$ cat src/rtl/rv32_decode_stage_pkg.sv
// rv32_decode_stage_pkg: shared RV32I decode enums, ALU op codes, decode-entry struct and per-opcode helpers.
package rv32_decode_stage_pkg;
  typedef enum logic [5:0] {
    RV32_UNKNOWN, RV32_NOP, RV32_LUI, RV32_AUIPC, RV32_JAL, RV32_JALR,
    RV32_BEQ, RV32_BNE, RV32_BLT, RV32_BGE, RV32_BLTU, RV32_BGEU,
    RV32_LB, RV32_LH, RV32_LW, RV32_LBU, RV32_LHU, RV32_SB, RV32_SH, RV32_SW,
    RV32_ADDI, RV32_SLTI, RV32_SLTIU, RV32_XORI, RV32_ORI, RV32_ANDI,
    RV32_SLLI, RV32_SRLI, RV32_SRAI,
    RV32_ADD, RV32_SUB, RV32_SLL, RV32_SLT, RV32_SLTU, RV32_XOR,
    RV32_SRL, RV32_SRA, RV32_OR, RV32_AND,
    RV32_FENCE, RV32_FENCE_I, RV32_ECALL, RV32_EBREAK,
    RV32_CSRRW, RV32_CSRRS, RV32_CSRRC, RV32_CSRRWI, RV32_CSRRSI, RV32_CSRRCI
  } rv32_opcode_enum_t;
  typedef enum logic [2:0] {
    RV32_TYPE_UNKNOWN, RV32_TYPE_R, RV32_TYPE_I, RV32_TYPE_S,
    RV32_TYPE_B, RV32_TYPE_U, RV32_TYPE_J, RV32_TYPE_NOP
  } rv32_type_enum_t;
  typedef logic [3:0] rv32_alu_op_t;
  localparam rv32_alu_op_t ALU_ADD    = 4'd0;
  localparam rv32_alu_op_t ALU_SUB    = 4'd1;
  localparam rv32_alu_op_t ALU_SLL    = 4'd2;
  localparam rv32_alu_op_t ALU_SLT    = 4'd3;
  localparam rv32_alu_op_t ALU_SLTU   = 4'd4;
  localparam rv32_alu_op_t ALU_XOR    = 4'd5;
  localparam rv32_alu_op_t ALU_SRL    = 4'd6;
  localparam rv32_alu_op_t ALU_SRA    = 4'd7;
  localparam rv32_alu_op_t ALU_OR     = 4'd8;
  localparam rv32_alu_op_t ALU_AND    = 4'd9;
  localparam rv32_alu_op_t ALU_PASS_B = 4'd10;
  typedef enum logic [1:0] {FIFO_EMPTY, FIFO_ONE, FIFO_FULL} fifo_state_t;
  typedef struct packed {
    rv32_opcode_enum_t opcode;
    rv32_type_enum_t   inst_type;
    rv32_alu_op_t      alu_op;
    logic [4:0]        rs1;
    logic [4:0]        rs2;
    logic [4:0]        rd;
    logic [4:0]        shamt;
    logic [31:0]       imm;
    logic [11:0]       csr;
    logic [4:0]        zimm;
    logic [3:0]        fence_pred;
    logic [3:0]        fence_succ;
    logic              trap;
  } rv32_entry_t;

  function automatic rv32_type_enum_t op_type(input rv32_opcode_enum_t op);
    case (op)
      RV32_UNKNOWN: return RV32_TYPE_UNKNOWN;
      RV32_NOP: return RV32_TYPE_NOP;
      RV32_LUI, RV32_AUIPC: return RV32_TYPE_U;
      RV32_JAL: return RV32_TYPE_J;
      RV32_BEQ, RV32_BNE, RV32_BLT, RV32_BGE, RV32_BLTU, RV32_BGEU: return RV32_TYPE_B;
      RV32_SB, RV32_SH, RV32_SW: return RV32_TYPE_S;
      RV32_ADD, RV32_SUB, RV32_SLL, RV32_SLT, RV32_SLTU, RV32_XOR,
      RV32_SRL, RV32_SRA, RV32_OR, RV32_AND: return RV32_TYPE_R;
      default: return RV32_TYPE_I;
    endcase
  endfunction

  function automatic rv32_alu_op_t op_alu(input rv32_opcode_enum_t op);
    case (op)
      RV32_SUB, RV32_BEQ, RV32_BNE: return ALU_SUB;
      RV32_SLT, RV32_SLTI, RV32_BLT, RV32_BGE: return ALU_SLT;
      RV32_SLTU, RV32_SLTIU, RV32_BLTU, RV32_BGEU: return ALU_SLTU;
      RV32_XOR, RV32_XORI: return ALU_XOR;
      RV32_OR, RV32_ORI: return ALU_OR;
      RV32_AND, RV32_ANDI: return ALU_AND;
      RV32_SLL, RV32_SLLI: return ALU_SLL;
      RV32_SRL, RV32_SRLI: return ALU_SRL;
      RV32_SRA, RV32_SRAI: return ALU_SRA;
      RV32_LUI: return ALU_PASS_B;
      default: return ALU_ADD;
    endcase
  endfunction
endpackage

$ cat src/rtl/rv32_decode_core.sv
// rv32_decode_core: combinational RV32I decode; Zicsr forms decode only when RV32_DECODE_ZICSR_EN is defined.
module rv32_decode_core
  import rv32_decode_stage_pkg::*;
(
  input  logic [31:0] instr,
  output rv32_entry_t dec
);
  logic [2:0] f3;
  logic [6:0] f7;
  rv32_opcode_enum_t op;
  rv32_type_enum_t ty;
  logic is_zimm;
  assign f3 = instr[14:12];
  assign f7 = instr[31:25];
  always_comb begin
    op = RV32_UNKNOWN;
    case (instr[6:0])
      7'b0110111: op = RV32_LUI;
      7'b0010111: op = RV32_AUIPC;
      7'b1101111: op = RV32_JAL;
      7'b1100111: op = f3 == 3'b000 ? RV32_JALR : RV32_UNKNOWN;
      7'b1100011:
        case (f3)
          3'b000: op = RV32_BEQ;
          3'b001: op = RV32_BNE;
          3'b100: op = RV32_BLT;
          3'b101: op = RV32_BGE;
          3'b110: op = RV32_BLTU;
          3'b111: op = RV32_BGEU;
          default: op = RV32_UNKNOWN;
        endcase
      7'b0000011:
        case (f3)
          3'b000: op = RV32_LB;
          3'b001: op = RV32_LH;
          3'b010: op = RV32_LW;
          3'b100: op = RV32_LBU;
          3'b101: op = RV32_LHU;
          default: op = RV32_UNKNOWN;
        endcase
      7'b0100011:
        case (f3)
          3'b000: op = RV32_SB;
          3'b001: op = RV32_SH;
          3'b010: op = RV32_SW;
          default: op = RV32_UNKNOWN;
        endcase
      7'b0010011:
        case (f3)
          3'b000: op = instr == 32'h0000_0013 ? RV32_NOP : RV32_ADDI;
          3'b001: op = f7 == 7'h00 ? RV32_SLLI : RV32_UNKNOWN;
          3'b010: op = RV32_SLTI;
          3'b011: op = RV32_SLTIU;
          3'b100: op = RV32_XORI;
          3'b101: op = f7 == 7'h00 ? RV32_SRLI : f7 == 7'h20 ? RV32_SRAI : RV32_UNKNOWN;
          3'b110: op = RV32_ORI;
          default: op = RV32_ANDI;
        endcase
      7'b0110011:
        case ({f7, f3})
          10'h000: op = RV32_ADD;
          10'h100: op = RV32_SUB;
          10'h001: op = RV32_SLL;
          10'h002: op = RV32_SLT;
          10'h003: op = RV32_SLTU;
          10'h004: op = RV32_XOR;
          10'h005: op = RV32_SRL;
          10'h105: op = RV32_SRA;
          10'h006: op = RV32_OR;
          10'h007: op = RV32_AND;
          default: op = RV32_UNKNOWN;
        endcase
      7'b0001111: op = f3 == 3'b000 ? RV32_FENCE : f3 == 3'b001 ? RV32_FENCE_I : RV32_UNKNOWN;
      7'b1110011:
        case (f3)
          3'b000: op = instr == 32'h0000_0073 ? RV32_ECALL : instr == 32'h0010_0073 ? RV32_EBREAK : RV32_UNKNOWN;
`ifdef RV32_DECODE_ZICSR_EN
          3'b001: op = RV32_CSRRW;
          3'b010: op = RV32_CSRRS;
          3'b011: op = RV32_CSRRC;
          3'b101: op = RV32_CSRRWI;
          3'b110: op = RV32_CSRRSI;
          3'b111: op = RV32_CSRRCI;
`endif
          default: op = RV32_UNKNOWN;
        endcase
      default: op = RV32_UNKNOWN;
    endcase
  end
  assign ty = op_type(op);
  assign is_zimm = op inside {RV32_CSRRWI, RV32_CSRRSI, RV32_CSRRCI};
  assign dec.opcode = op;
  assign dec.inst_type = ty;
  assign dec.alu_op = op_alu(op);
  assign dec.trap = op == RV32_UNKNOWN;
  assign dec.rs1 = ty inside {RV32_TYPE_R, RV32_TYPE_I, RV32_TYPE_S, RV32_TYPE_B} && !is_zimm ? instr[19:15] : '0;
  assign dec.rs2 = ty inside {RV32_TYPE_R, RV32_TYPE_S, RV32_TYPE_B} ? instr[24:20] : '0;
  assign dec.rd = ty inside {RV32_TYPE_R, RV32_TYPE_I, RV32_TYPE_U, RV32_TYPE_J} ? instr[11:7] : '0;
  assign dec.shamt = op inside {RV32_SLLI, RV32_SRLI, RV32_SRAI} ? instr[24:20] : '0;
  assign dec.imm = ty == RV32_TYPE_I ? {{20{instr[31]}}, instr[31:20]}
    : ty == RV32_TYPE_S ? {{20{instr[31]}}, instr[31:25], instr[11:7]}
    : ty == RV32_TYPE_B ? {{19{instr[31]}}, instr[31], instr[7], instr[30:25], instr[11:8], 1'b0}
    : ty == RV32_TYPE_U ? {instr[31:12], 12'h000}
    : ty == RV32_TYPE_J ? {{11{instr[31]}}, instr[31], instr[19:12], instr[20], instr[30:21], 1'b0}
    : '0;
  assign dec.fence_pred = op == RV32_FENCE ? instr[27:24] : '0;
  assign dec.fence_succ = op == RV32_FENCE ? instr[23:20] : '0;
`ifdef RV32_DECODE_ZICSR_EN
  assign dec.csr = op inside {RV32_CSRRW, RV32_CSRRS, RV32_CSRRC, RV32_CSRRWI, RV32_CSRRSI, RV32_CSRRCI} ? instr[31:20] : '0;
  assign dec.zimm = is_zimm ? instr[19:15] : '0;
`else
  assign dec.csr = '0;
  assign dec.zimm = '0;
`endif
endmodule

$ cat src/rtl/rv32_decode_stage.sv
// rv32_decode_stage: decode stage with 2-entry skid FIFO and per-hart flush.
// Zicsr decode is enabled by defining RV32_DECODE_ZICSR_EN.
module rv32_decode_stage
  import rv32_decode_stage_pkg::*;
#(
  parameter int NUM_HARTS = 8,
  parameter int HART_W = NUM_HARTS > 1 ? $clog2(NUM_HARTS) : 1
)(
  input  logic                clk,
  input  logic                rst_n,
  input  logic                in_valid,
  output logic                in_ready,
  input  logic [31:0]         in_instr,
  input  logic [31:0]         in_pc,
  input  logic [HART_W-1:0]   in_hart,
  input  logic [NUM_HARTS-1:0] flush,
  output logic                out_valid,
  input  logic                out_ready,
  output rv32_opcode_enum_t   out_opcode,
  output rv32_type_enum_t     out_inst_type,
  output rv32_alu_op_t        out_alu_op,
  output logic [4:0]          out_rs1,
  output logic [4:0]          out_rs2,
  output logic [4:0]          out_rd,
  output logic [4:0]          out_shamt,
  output logic [31:0]         out_imm,
  output logic [11:0]         out_csr,
  output logic [4:0]          out_zimm,
  output logic [3:0]          out_fence_pred,
  output logic [3:0]          out_fence_succ,
  output logic                out_trap,
  output logic [31:0]         out_pc,
  output logic [HART_W-1:0]   out_hart
);
  typedef struct packed {
    rv32_entry_t       d;
    logic [31:0]       pc;
    logic [HART_W-1:0] hart;
  } slot_t;
  fifo_state_t state, state_n;
  slot_t head, tail, head_n, tail_n, in_slot;
  rv32_entry_t dec;
  logic push, pop, keep0, keep1;
  logic [1:0] cnt;
  rv32_decode_core u_core (.instr(in_instr), .dec(dec));
  assign in_slot = '{d: dec, pc: in_pc, hart: in_hart};
  assign push = in_valid && in_ready && !flush[in_hart];
  assign pop = out_valid && out_ready;
  // a popped head that is also flushed is simply not kept, so it leaves once
  assign keep0 = state != FIFO_EMPTY && !pop && !flush[head.hart];
  assign keep1 = state == FIFO_FULL && !flush[tail.hart];
  always_comb begin
    cnt = 2'(keep0) + 2'(keep1) + 2'(push);
    state_n = cnt == 2'd2 ? FIFO_FULL : cnt == 2'd1 ? FIFO_ONE : FIFO_EMPTY;
    head_n = keep0 ? head : keep1 ? tail : push ? in_slot : '0;
    tail_n = keep0 && keep1 ? tail : (keep0 || keep1) && push ? in_slot : '0;
  end
  always_ff @(posedge clk) begin
    if (!rst_n) begin
      state <= FIFO_EMPTY;
      head <= '0;
      tail <= '0;
      in_ready <= 1'b1;
    end else begin
      state <= state_n;
      head <= head_n;
      tail <= tail_n;
      in_ready <= state_n != FIFO_FULL;
    end
  end
  assign out_valid = state != FIFO_EMPTY;
  assign out_opcode = head.d.opcode;
  assign out_inst_type = head.d.inst_type;
  assign out_alu_op = head.d.alu_op;
  assign out_rs1 = head.d.rs1;
  assign out_rs2 = head.d.rs2;
  assign out_rd = head.d.rd;
  assign out_shamt = head.d.shamt;
  assign out_imm = head.d.imm;
  assign out_csr = head.d.csr;
  assign out_zimm = head.d.zimm;
  assign out_fence_pred = head.d.fence_pred;
  assign out_fence_succ = head.d.fence_succ;
  assign out_trap = head.d.trap;
  assign out_pc = head.pc;
  assign out_hart = head.hart;
endmodule

$ cat config.mk
export PLATFORM = sky130hd
export DESIGN_NAME = rv32_decode_stage
export DESIGN_NICKNAME = d
export VERILOG_FILES = /design/src/rtl/rv32_decode_stage_pkg.sv /design/src/rtl/rv32_decode_core.sv /design/src/rtl/rv32_decode_stage.sv
export SDC_FILE = /design/constraint.sdc
export NUM_CORES = 1
export LEC_CHECK = 0
export CAP_MARGIN = 20
export CELL_PAD_IN_SITES_DETAIL_PLACEMENT = 0
export CELL_PAD_IN_SITES_GLOBAL_PLACEMENT = 2
export CORE_ASPECT_RATIO = 1.5
export CORE_MARGIN = 4
export CORE_UTILIZATION = 29
export DETAILED_ROUTE_END_ITERATION = 12
export PLACE_DENSITY_LB_ADDON = 0.3
export SYNTH_ARGS = -nofsm -noshare
export SYNTH_HDL_FRONTEND = slang
export SYNTH_HIERARCHICAL = 1
export SYNTH_SLANG_ARGS = --single-unit
$ cat constraint.sdc
create_clock -name clk -period 4.9 [get_ports clk]
set_input_delay 0.735 -clock clk [delete_from_list [all_inputs] [get_ports clk]]
set_output_delay 0.735 -clock clk [all_outputs]
set_load 0.05 [all_outputs]
==> results.toml <==
[run_status]
status = "complete, no violations"

[logic_synthesis]
synthArstFlopShare_pct = 0
synth-seq-cells = 255
synth_top_cell_by_area = "dfxtp_1"
yosysUniqueCellTypes = 79
synth_cells = 1534
synth_top_cell_area_share_pct = 41.1
synth_area_leaders = "dfxtp_1 (41%), nand3_1 (11%), a21oi_1 (11%)"
yosysWarnings = 6
synth_edf_count = 0
synth_top_flop_cell = "dfxtp_1"
syn_area_um2 = 12400
ys_seq_area_share_pct = 41.1
avgSynthCellArea_um2 = 8.09

[pwr]
vdd_ir_drop_max_mv = 0.213
total_power_mw = 5.17
power.density_nw_per_um2 = 313
leakage_nw = 5.49

[job]
cap_violations = 0

[placed_design]
numPortBuffers = 206
dp_hpwl_mm = 30.8
preCtsSetupSlack_ns = -0.451
postPlaceCellArea_um2 = 15500
dp.cells = 2269
place_congestion = 0.876

[drt]
drtIter0Drc = 834
routed-via-count = 12600
wire_per_inst_um = 21.2
first_pass_iters = 5
antenna_left = 0
drt-vias-per-instance = 5.42
drc_errors = 0
wirelength_mm = 49.2

[critical_path]
criticalPathCategory = "input port to register"
cp_slowest_cell = "or4_4"
start_kind = "input port"
cp.required_ns = 5.33
cp_max_fo = 6
endpoint_kind = "register"
r2r_slack_ns = 1.98
slowest_delay_ns = 0.59
cp.arrival_ns = 5.02
reg2regPathDepth = 6
path_cells = "clkdlybuf4s50_1, or4_4, nor3_4, nand3_1, o211a_1, and3_1, ha_1, buf_4, nor3_1, o21bai_1, o211a_1, ha_1, nor3_1, nand2_1, buf_4, o21a_1, and3_1, nand3_1, o2bb2ai_1"

[grt]
grt_max_degree = 165
grt_pass1_wl_mm = 74.9
antenna_found_initial = 0
grt_pass1_vias = 12200
grt-ovfl-total = 0
track_usage_pct = 20.2

[sta]
tightest_slew_ns = 0.931
grt_setup_unrepaired = "false"
setup_ws_ns = 0.314
whs_ns = 0.459
period_share_pct = 93.6
fmax_mhz = 218
slew_violations = 0
layout_min_cycle_time_ns = 4.59
fin_setup_tns_ns = 0
fin_skew_ns = 0.0178
final_hold_viol_count = 0
setup_violations = 0
max-slew-margin-rel_pct = 37.9

[finish]
final_area_um2 = 16500
layout-drive-gt1-share_pct = 11.8
area_delta_synth_final_pct = 33.1
final_common_cell = "nand3_1"
nets = 1824
diodes = 0
layout_common_cells = "nand3_1 (267), a21oi_1 (261), dfxtp_1 (255)"
layoutNonFillerInstCount = 2320
fin_util_pct = 39.2

[die]
die_area_um2 = 46200
die_w_um = 177
row_count = 92
die_y_um = 261
start_util_pct = 29.5
io_pins = 207
core_area_um2 = 42100

[clock_tree]
cts_buffer_depth = 3
clock_sinks = 255
cts-root-buf = "clkbuf_16"
clk_pin_slew_ns = 0.06
cts-hold-fix-buffers = 0
cts.htree.levels = 1
numCtsBuffers = 28
clk-insertion-delay-late_ns = 0.56
cts_tree = "built"

[worst_hold_path]
hp-class = "register to register"
holdPathStages = 1
==> cell families (layout without fill, tap and decap cells) <==
kind of cell	Yosys count	count (layout)	share of synthesized area (%)
AOI/OAI and AO/OA	597	597	29.4
and+or+nand+nor	443	443	19.0
DFF	255	255	41.1
buffers and inverters	205	411	7.36
muxes	19	19	1.77
adders and majority gates	11	11	1.09
xor gates and xnor gates	3	3	0.272
other	1	17	0.0302
==> power by group <==
| part | switching (mW) | leakage (nW) | total (mW) | internal [mW] |
|---|---|---|---|---|
| clock | 0.919 | 0.483 | 2.28 | 1.37 |
| combinational | 0.476 | 2.94 | 0.741 | 0.265 |
| sequential | 0.0258 | 2.06 | 2.14 | 2.11 |
| total | 1.42 | 5.49 | 5.17 | 3.74 |
==> repair_timing <==
item / 4_1_cts / 5_1_grt
endpoints found under the setup margin: 0 / 3
gates resized for setup: 0 / 3
endpoints found under the hold margin: 0 / 0
setup buffers: 0 / 0
==> registers in the layout (all words and copies together), names as in the netlist, 3 cells and up <==
signal / flops
out_rd: 5
out_alu_op: 4
out_rs2: 5
out_shamt: 5
out_rs1: 5
out_hart: 3
out_zimm: 5
out_inst_type: 3
out_pc: 32
out_fence_pred: 4
out_csr: 12
out_fence_succ: 4
out_imm: 32
out_opcode: 6
tail: 126
==> path summary, 6_finish.rpt <==
| kind | startpoint | to |
|---|---|---|
| setup / recovery | in_instr[31] | tail[69] |
| hold / removal | tail[37] | tail[37] |
| setup reg to reg | out_hart[1] | tail[58] |
| hold reg to reg | tail[37] | tail[37] |
==> cell usage after synthesis, types with 6 or more instances <==
| master | count |
|---|---|
| buf_1 | 20 |
| ha_1 | 10 |
| and3_1 | 11 |
| mux2i_1 | 12 |
| buf_4 | 20 |
| nand4_1 | 6 |
| o2bb2ai_1 | 126 |
| nor2b_1 | 14 |
| clkbuf_1 | 111 |
| or2_2 | 6 |
| nor2_1 | 23 |
| dfxtp_1 | 255 |
| and2_1 | 12 |
| buf_2 | 25 |
| nand2_1 | 34 |
| inv_1 | 21 |
| a21oi_1 | 261 |
| nor3_1 | 22 |
| o21ai_0 | 151 |
| nand3_1 | 267 |
| a31oi_1 | 6 |
| nor4_1 | 13 |
==> cell type report <==
| class | instances | area, µm² |
|---|---|---|
| clock inverter | 12 | 176 |
| multi-input combinational | 1090 | 6520 |
| inverter | 24 | 92.6 |
| tap | 564 | 706 |
| clock buffer | 39 | 812 |
| fill | 4354 | 25600 |
| sequential | 255 | 5100 |
| timing repair buffer | 336 | 3110 |
==> per-layer routing <==
layer | vias up | routed length [µm] | track usage [%]
li1 | 6068 | - | -
met1 | 6103 | 20200 | 25.0
met2 | 331 | 24900 | 35.9
met3 | 66 | 2800 | 3.70
met4 | 0 | 1310 | 5.81
met5 | - | 0 | 0
==> critical path: cells and delay by family <==
family / cells / cell delay [ns]
AO/OA/AOI/OAI: 5 / 0.86
AND/OR/NAND/NOR: 9 / 2.20
buffers and inverters: 3 / 0.76
adder cells (fa/ha/maj): 2 / 0.46
No activity file was read; power rests on OpenSTA's default activity.
